## config.mk

```make
export PLATFORM = sky130hd
export DESIGN_NAME = response_reorder_unit
export DESIGN_NICKNAME = d
export VERILOG_FILES = /design/src/rtl/response_reorder_unit.sv
export SDC_FILE = /design/constraint.sdc
export NUM_CORES = 1
export LEC_CHECK = 0
export ABC_AREA = 1
export CORE_ASPECT_RATIO = 1.1
export CORE_MARGIN = 3
export CORE_UTILIZATION = 30
export DETAILED_ROUTE_END_ITERATION = 12
export PLACE_DENSITY = 0.56
export SYNTH_ARGS = -nofsm -noshare
export SYNTH_HDL_FRONTEND = slang
export SYNTH_SLANG_ARGS = --single-unit
```

## constraint.sdc

```tcl
create_clock -name clk -period 8.85 [get_ports clk]
set_input_delay 1.3275 -clock clk [delete_from_list [all_inputs] [get_ports clk]]
set_output_delay 1.3275 -clock clk [all_outputs]
set_load 0.1 [all_outputs]
```

## src/rtl/response_reorder_unit.sv

```systemverilog
// Response reorder buffer: responses tagged with {row,col} unique IDs are parked per slot and
// released per row in allocation order, rows arbitrated round-robin with a stable output lock.
module response_reorder_unit #(
    parameter int ID_WIDTH   = 4,
    parameter int DATA_WIDTH = 32,
    parameter int NUM_ROWS   = 4,
    parameter int NUM_COLS   = 4
) (
    input  logic                  clk,
    input  logic                  rst,
    input  logic                  alloc_fire,
    input  logic [ID_WIDTH-1:0]   alloc_uid,
    input  logic                  in_valid,
    output logic                  in_ready,
    input  logic [ID_WIDTH-1:0]   in_uid,
    input  logic [DATA_WIDTH-1:0] in_data,
    input  logic [1:0]            in_resp,
    output logic                  out_valid,
    input  logic                  out_ready,
    output logic [ID_WIDTH-1:0]   out_id,
    output logic [DATA_WIDTH-1:0] out_data,
    output logic [1:0]            out_resp,
    output logic                  free_req,
    output logic [ID_WIDTH-1:0]   unique_id_to_free,
    input  logic [ID_WIDTH-1:0]   restored_id
);
    localparam int ROW_W     = $clog2(NUM_ROWS);
    localparam int COL_W     = $clog2(NUM_COLS);
    localparam int UID_W     = ROW_W + COL_W;
    localparam int NUM_SLOTS = NUM_ROWS * NUM_COLS;
    localparam int CNT_W     = $clog2(NUM_COLS + 1);
    localparam logic [CNT_W-1:0] CNT_MAX = CNT_W'(NUM_COLS);

    function automatic logic [CNT_W-1:0] sat_inc(input logic [CNT_W-1:0] c);
        return (c == CNT_MAX) ? c : c + CNT_W'(1);
    endfunction

    function automatic logic [CNT_W-1:0] sat_dec(input logic [CNT_W-1:0] c);
        return (c == '0) ? c : c - CNT_W'(1);
    endfunction

    logic [NUM_SLOTS-1:0]  slot_vld;
    logic [DATA_WIDTH-1:0] slot_data [NUM_SLOTS];
    logic [1:0]            slot_resp [NUM_SLOTS];

    logic [COL_W-1:0]      head [NUM_ROWS];
    logic [CNT_W-1:0]      cnt  [NUM_ROWS];
    logic                  lock;
    logic [ROW_W-1:0]      locked_row;
    logic [ROW_W-1:0]      rr_ptr;

    logic [UID_W-1:0]      in_idx;
    logic                  in_fire;
    logic [ROW_W-1:0]      alloc_row;
    logic [NUM_ROWS-1:0]   eligible;
    logic                  rr_found;
    logic [ROW_W-1:0]      rr_row;
    logic [ROW_W-1:0]      sel_row;
    logic [UID_W-1:0]      sel_idx;
    logic                  fire;
    logic [NUM_ROWS-1:0]   row_inc;
    logic [NUM_ROWS-1:0]   row_dec;
    logic                  unused_ok;

    // Upper ID bits carry no slot information; alloc column is implied by the row head.
    assign unused_ok = ^{in_uid, alloc_uid};

    assign in_idx    = in_uid[UID_W-1:0];
    assign alloc_row = alloc_uid[UID_W-1:COL_W];
    assign in_ready  = ~slot_vld[in_idx];
    assign in_fire   = in_valid & in_ready;

    always_comb begin
        eligible = '0;
        for (int r = 0; r < NUM_ROWS; r++) begin
            eligible[r] = slot_vld[{ROW_W'(r), head[r]}];
        end
    end

    always_comb begin
        logic [ROW_W-1:0] cand;
        rr_found = 1'b0;
        rr_row   = '0;
        cand     = rr_ptr;
        for (int i = 0; i < NUM_ROWS; i++) begin
            cand = rr_ptr + ROW_W'(i);
            if (!rr_found && eligible[cand]) begin
                rr_found = 1'b1;
                rr_row   = cand;
            end
        end
    end

    // A locked row is always still eligible: its head slot can neither be cleared nor rewritten.
    assign sel_row   = lock ? locked_row : rr_row;
    assign sel_idx   = {sel_row, head[sel_row]};
    assign out_valid = ~rst & (lock | rr_found);
    assign out_data  = slot_data[sel_idx];
    assign out_resp  = slot_resp[sel_idx];
    assign out_id    = restored_id;
    assign fire      = out_valid & out_ready;
    assign free_req  = fire;
    assign unique_id_to_free = out_valid ? ID_WIDTH'(sel_idx) : '0;

    always_comb begin
        row_inc = '0;
        row_dec = '0;
        if (alloc_fire) row_inc[alloc_row] = 1'b1;
        if (fire)       row_dec[sel_row]   = 1'b1;
    end

    always_ff @(posedge clk) begin
        if (rst) begin
            slot_vld   <= '0;
            lock       <= 1'b0;
            locked_row <= '0;
            rr_ptr     <= '0;
            for (int r = 0; r < NUM_ROWS; r++) begin
                head[r] <= '0;
                cnt[r]  <= '0;
            end
        end else begin
            if (fire)    slot_vld[sel_idx] <= 1'b0;
            if (in_fire) slot_vld[in_idx]  <= 1'b1;

            if (fire) begin
                lock   <= 1'b0;
                rr_ptr <= sel_row + ROW_W'(1);
            end else if (out_valid) begin
                lock       <= 1'b1;
                locked_row <= sel_row;
            end

            for (int r = 0; r < NUM_ROWS; r++) begin
                if (row_inc[r] && !row_dec[r]) begin
                    cnt[r] <= sat_inc(cnt[r]);
                end else if (row_dec[r] && !row_inc[r]) begin
                    cnt[r] <= sat_dec(cnt[r]);
                end
                // Last outstanding ID of a row unbinds it, so the allocator restarts at column 0.
                if (row_dec[r]) begin
                    head[r] <= (cnt[r] == CNT_W'(1)) ? '0 : head[r] + COL_W'(1);
                end
            end
        end
    end

    always_ff @(posedge clk) begin
        if (in_fire) begin
            slot_data[in_idx] <= in_data;
            slot_resp[in_idx] <= in_resp;
        end
    end

endmodule

```

==> run summary <==
• **status** finished, final reports clean
• **total of hold buffers inserted after clock tree synthesis** 0
• **count of cell types in the netlist** 35
• **clk_lat worst skew** 0.62 ns
• **Gates resized, CTS repair** 0
• **number of nets in the layout** 2752
• **# Max-Cap Violations** 0
• **largest cells by area after synthesis** sky130_fd_sc_hd__edfxtp_1, sky130_fd_sc_hd__nand2_1, sky130_fd_sc_hd__nand3_1
• **most heavily used metal layer in global routing** met2
• **post-synthesis cell count** 2646
• **number of warnings issued by yosys** 0
• **share of layout cells above drive strength 1** 6.552%
• **classification of the worst setup path** flop to primary output
• **category of the worst setup path capture point** primary output
• **highest-delay cell along the critical path** sky130_fd_sc_hd__clkdlybuf4s50_1
• **half-perimeter wire length of the detailed placement result** 35.39 mm
• **maximum clock rate** 0.1340 GHz
• **Post-synth EDFFs** 564
• **die area** 0.09134 mm2
• **H-Tree Depth** 2
• **drt drc** 0
• **sink count of the clock tree** 585
• **Slew Limit Headroom** 30.31%
• **die height** 316.7 um
• **Pre-Repair DR Iteration Count** 5
• **number of buffers on the longest clock path** 3
• **ratio of final minimum period to clock period** 84.35%
• **proportion of register bits with asynchronous set or reset after synthesis** 0%
• **most repeated library cell on the critical path** sky130_fd_sc_hd__nand2_1
• **shortest period the worst path allows** 7.465 ns
• **post-CTS clock slew at the launch and capture registers of the worst setup and hold paths** 0.06 ns
• **post-route clock skew** 0.007740 ns
• **final slew viol count** 0
• **critical path cell sequence** inv_2, nand2_1, nand3_1, nand3_1, nand2_1, nand2_1, nand2_1, inv_2, nand3_1, nand3_2, nand2_4, nand2_1, nand3_4, buf_4, buf_4, nand3_1, nand2_1, nand2_1, nand2_1, nand2_1, nand2_1, inv_1, nand2_1, clkdlybuf4s50_1
• **met3 layer usage reported by global route** 2.257%
• **fill cell instance count of the final layout** 8616
• **class of the worst hold path** flop to flop
• **number of global-route vias before repair** 17370
• **final weighted congestion of routability-driven global placement** 0.7658
• **total overflow reported by the global router** 0
• **Post-Route Hold Slack** 0.4979 ns
• **violation count after the first detailed-route iteration** 1278
• **maximum number of pins on one net before global-route repair** 140
• **sequential element share of the synthesized area** 65.94%
• **overall global routing resource usage** 14.85%
• **Vias per Instance** 4.612
• **number of synthesized register bits** 585
• **crit path launch type** flop
• **proportion of netlist area held by the largest area contributor** 64.34%
• **number of nets produced by synthesis** 2713
• **Placed Instances** 3774
• **final sum of negative setup slack** 0 ns
• **Post CTS Setup Buffer Count** 0
• **CTS Buf Count** 59
• **dominant synthesized flop cell** sky130_fd_sc_hd__edfxtp_1
• **final hold violation count** 0
• **TritonCTS clock tree** done
• **site row count** 113
• **effective utilization at floorplan** 30.37%
• **non-filler cells in the finished layout** 3883
• **required arrival time at the worst endpoint** 7.52 ns
• **cell type with the largest total area after synthesis** sky130_fd_sc_hd__edfxtp_1
• **first-pass GRT wire length** 103.8 mm
• **clock root buffer** sky130_fd_sc_hd__clkbuf_16
• **die width** 288.4 um
• **Setup-failing EPs final** 0
• **maximum cell stage delay along the critical path** 1.20 ns
• **count of input and output buffers** 85
• **crit-path max FO** 73
• **initial antenna violation count** 1
• **routed vias** 17910
• **per-instance average area after synthesis** 9.948 um2
• **summed instance area of the synthesized netlist** 0.02632 mm2
• **area inside the core boundary** 0.08667 mm2
• **area growth from synthesis to final layout** 14.59%
• **DR WL/cell** 17.49 um
• **fraction of met1 tracks used by global routing** 19.28%
• **arrival time at the worst endpoint** 6.14 ns
• **Top-Level Pins** 96
• **met2 Use GR** 25.34%
• **antenna violation net count after detailed routing** 0
• **Routed Wire Length** 67.93 mm
• **Least-Margin Pin Slew** 1.042 ns
• **setup repair after global routing missed its margin** no
## sequential cells by signal, summed over array words and instances, names as in the netlist
name,flops
lock,1
locked_row,2
slot_data,512
rr_ptr,2
slot_vld,16
slot_resp,32
head,8
cnt,12
## cell usage after synthesis (5+ instances only)
master,number
sky130_fd_sc_hd__o21ai_0,13
sky130_fd_sc_hd__ha_1,16
sky130_fd_sc_hd__nand3_2,17
sky130_fd_sc_hd__inv_2,8
sky130_fd_sc_hd__buf_2,48
sky130_fd_sc_hd__buf_1,5
sky130_fd_sc_hd__dfxtp_1,21
sky130_fd_sc_hd__inv_1,143
sky130_fd_sc_hd__nor2_1,47
sky130_fd_sc_hd__buf_6,5
sky130_fd_sc_hd__edfxtp_1,564
sky130_fd_sc_hd__a22oi_1,8
sky130_fd_sc_hd__buf_4,47
sky130_fd_sc_hd__o21ai_1,15
sky130_fd_sc_hd__nand3_1,292
sky130_fd_sc_hd__clkbuf_1,30
sky130_fd_sc_hd__a21oi_1,33
sky130_fd_sc_hd__xor2_1,7
sky130_fd_sc_hd__nand2_1,1291
## kinds of logic (layout without fill, tap and decap cells)
logic type | count (synthesis) | after routing | share of synthesized area (%)
DFF | 585 | 585 | 65.94
and+or+nand+nor | 1669 | 1669 | 25.90
AOI/OAI and AO/OA | 75 | 75 | 1.559
buffers and inverters | 292 | 378 | 5.519
other | 0 | 1 | 0
adders and majority gates | 16 | 16 | 0.7605
xor gates and xnor gates | 9 | 9 | 0.3280
## through the flow
step / utilization [%] / setup WS [ns] / area (um2)
global placement: 32.56 / 1.929 / 28220
CTS: 34.80 / 1.252 / 30160
finish: 34.80 / 1.385 / 30160
detailed placement: 32.56 / 1.943 / 28220
global route: 34.80 / 0.8395 / 30160
floorplan: - / 1.378 / 26320
## layout make-up
| cell class | instances | area (um2) | area share [%] |
|---|---|---|---|
| inverter | 151 | 566.8 | 1.879 |
| sequential | 585 | 17360 | 57.54 |
| clock buffer | 74 | 1628 | 5.397 |
| clock inverter | 34 | 310.3 | 1.029 |
| multi-input combinational | 1769 | 7705 | 25.54 |
| tap | 1150 | 1439 | 4.770 |
| antenna | 1 | 2.502 | 0.008296 |
| timing repair buffer | 119 | 1156 | 3.833 |
## worst max-delay path: cells and delay by family (launching register included)
family / cells / cell delay, ns
buffers and inverters: 6 / 2.92
flip-flops: 1 / 0.48
AND/OR/NAND/NOR: 18 / 2.03
## per-layer routing
metal	wire, um	vias to the layer above
met1	29800	8638
met5	0	-
met3	3310	109
met2	32810	376
li1	-	8786
met4	2017	0
## worst paths after layout
kind | startpoint | endpoint | slack [ns] | cells past startpoint
setup / recovery | head[0][0] | out_data[31] | 1.38 | 24
setup reg to reg | head[0][0] | cnt[2][1] | 4.86 | 19
hold reg to reg | slot_vld[0] | slot_vld[0] | 0.50 | 2
hold / removal | slot_vld[0] | slot_vld[0] | 0.50 | 2
## layout by cell type, fill, tap and decap left out, types with 2 or more instances in the layout
master | synthesis | final
sky130_fd_sc_hd__clkdlybuf4s50_1 | 0 | 85
sky130_fd_sc_hd__bufinv_16 | 0 | 5
sky130_fd_sc_hd__ha_1 | 16 | 16
sky130_fd_sc_hd__o21ai_0 | 13 | 13
sky130_fd_sc_hd__buf_4 | 47 | 30
sky130_fd_sc_hd__nand4_1 | 2 | 2
sky130_fd_sc_hd__clkinv_1 | 0 | 13
sky130_fd_sc_hd__dfxtp_1 | 21 | 21
sky130_fd_sc_hd__nand3_2 | 17 | 13
sky130_fd_sc_hd__o21ai_1 | 15 | 15
sky130_fd_sc_hd__nand2_1 | 1291 | 1289
sky130_fd_sc_hd__o211ai_1 | 3 | 3
sky130_fd_sc_hd__clkinv_2 | 0 | 10
sky130_fd_sc_hd__nor3_1 | 4 | 4
sky130_fd_sc_hd__nor2_2 | 4 | 3
sky130_fd_sc_hd__inv_6 | 0 | 3
sky130_fd_sc_hd__a21oi_1 | 33 | 33
sky130_fd_sc_hd__a22oi_1 | 8 | 8
sky130_fd_sc_hd__buf_12 | 3 | 4
sky130_fd_sc_hd__nand3_1 | 292 | 292
sky130_fd_sc_hd__clkbuf_1 | 30 | 10
sky130_fd_sc_hd__nor2_1 | 47 | 31
sky130_fd_sc_hd__inv_2 | 8 | 8
sky130_fd_sc_hd__nand2_2 | 4 | 3
sky130_fd_sc_hd__nor2_4 | 4 | 21
sky130_fd_sc_hd__edfxtp_1 | 564 | 564
sky130_fd_sc_hd__xor2_1 | 7 | 7
sky130_fd_sc_hd__nand3_4 | 0 | 4
sky130_fd_sc_hd__clkbuf_16 | 0 | 63
sky130_fd_sc_hd__inv_1 | 143 | 143
sky130_fd_sc_hd__nand2_4 | 2 | 4
Power is left out: the tool's default activity adds up to more than one toggle a clock period on the data nets, which glitch-free logic cannot reach.
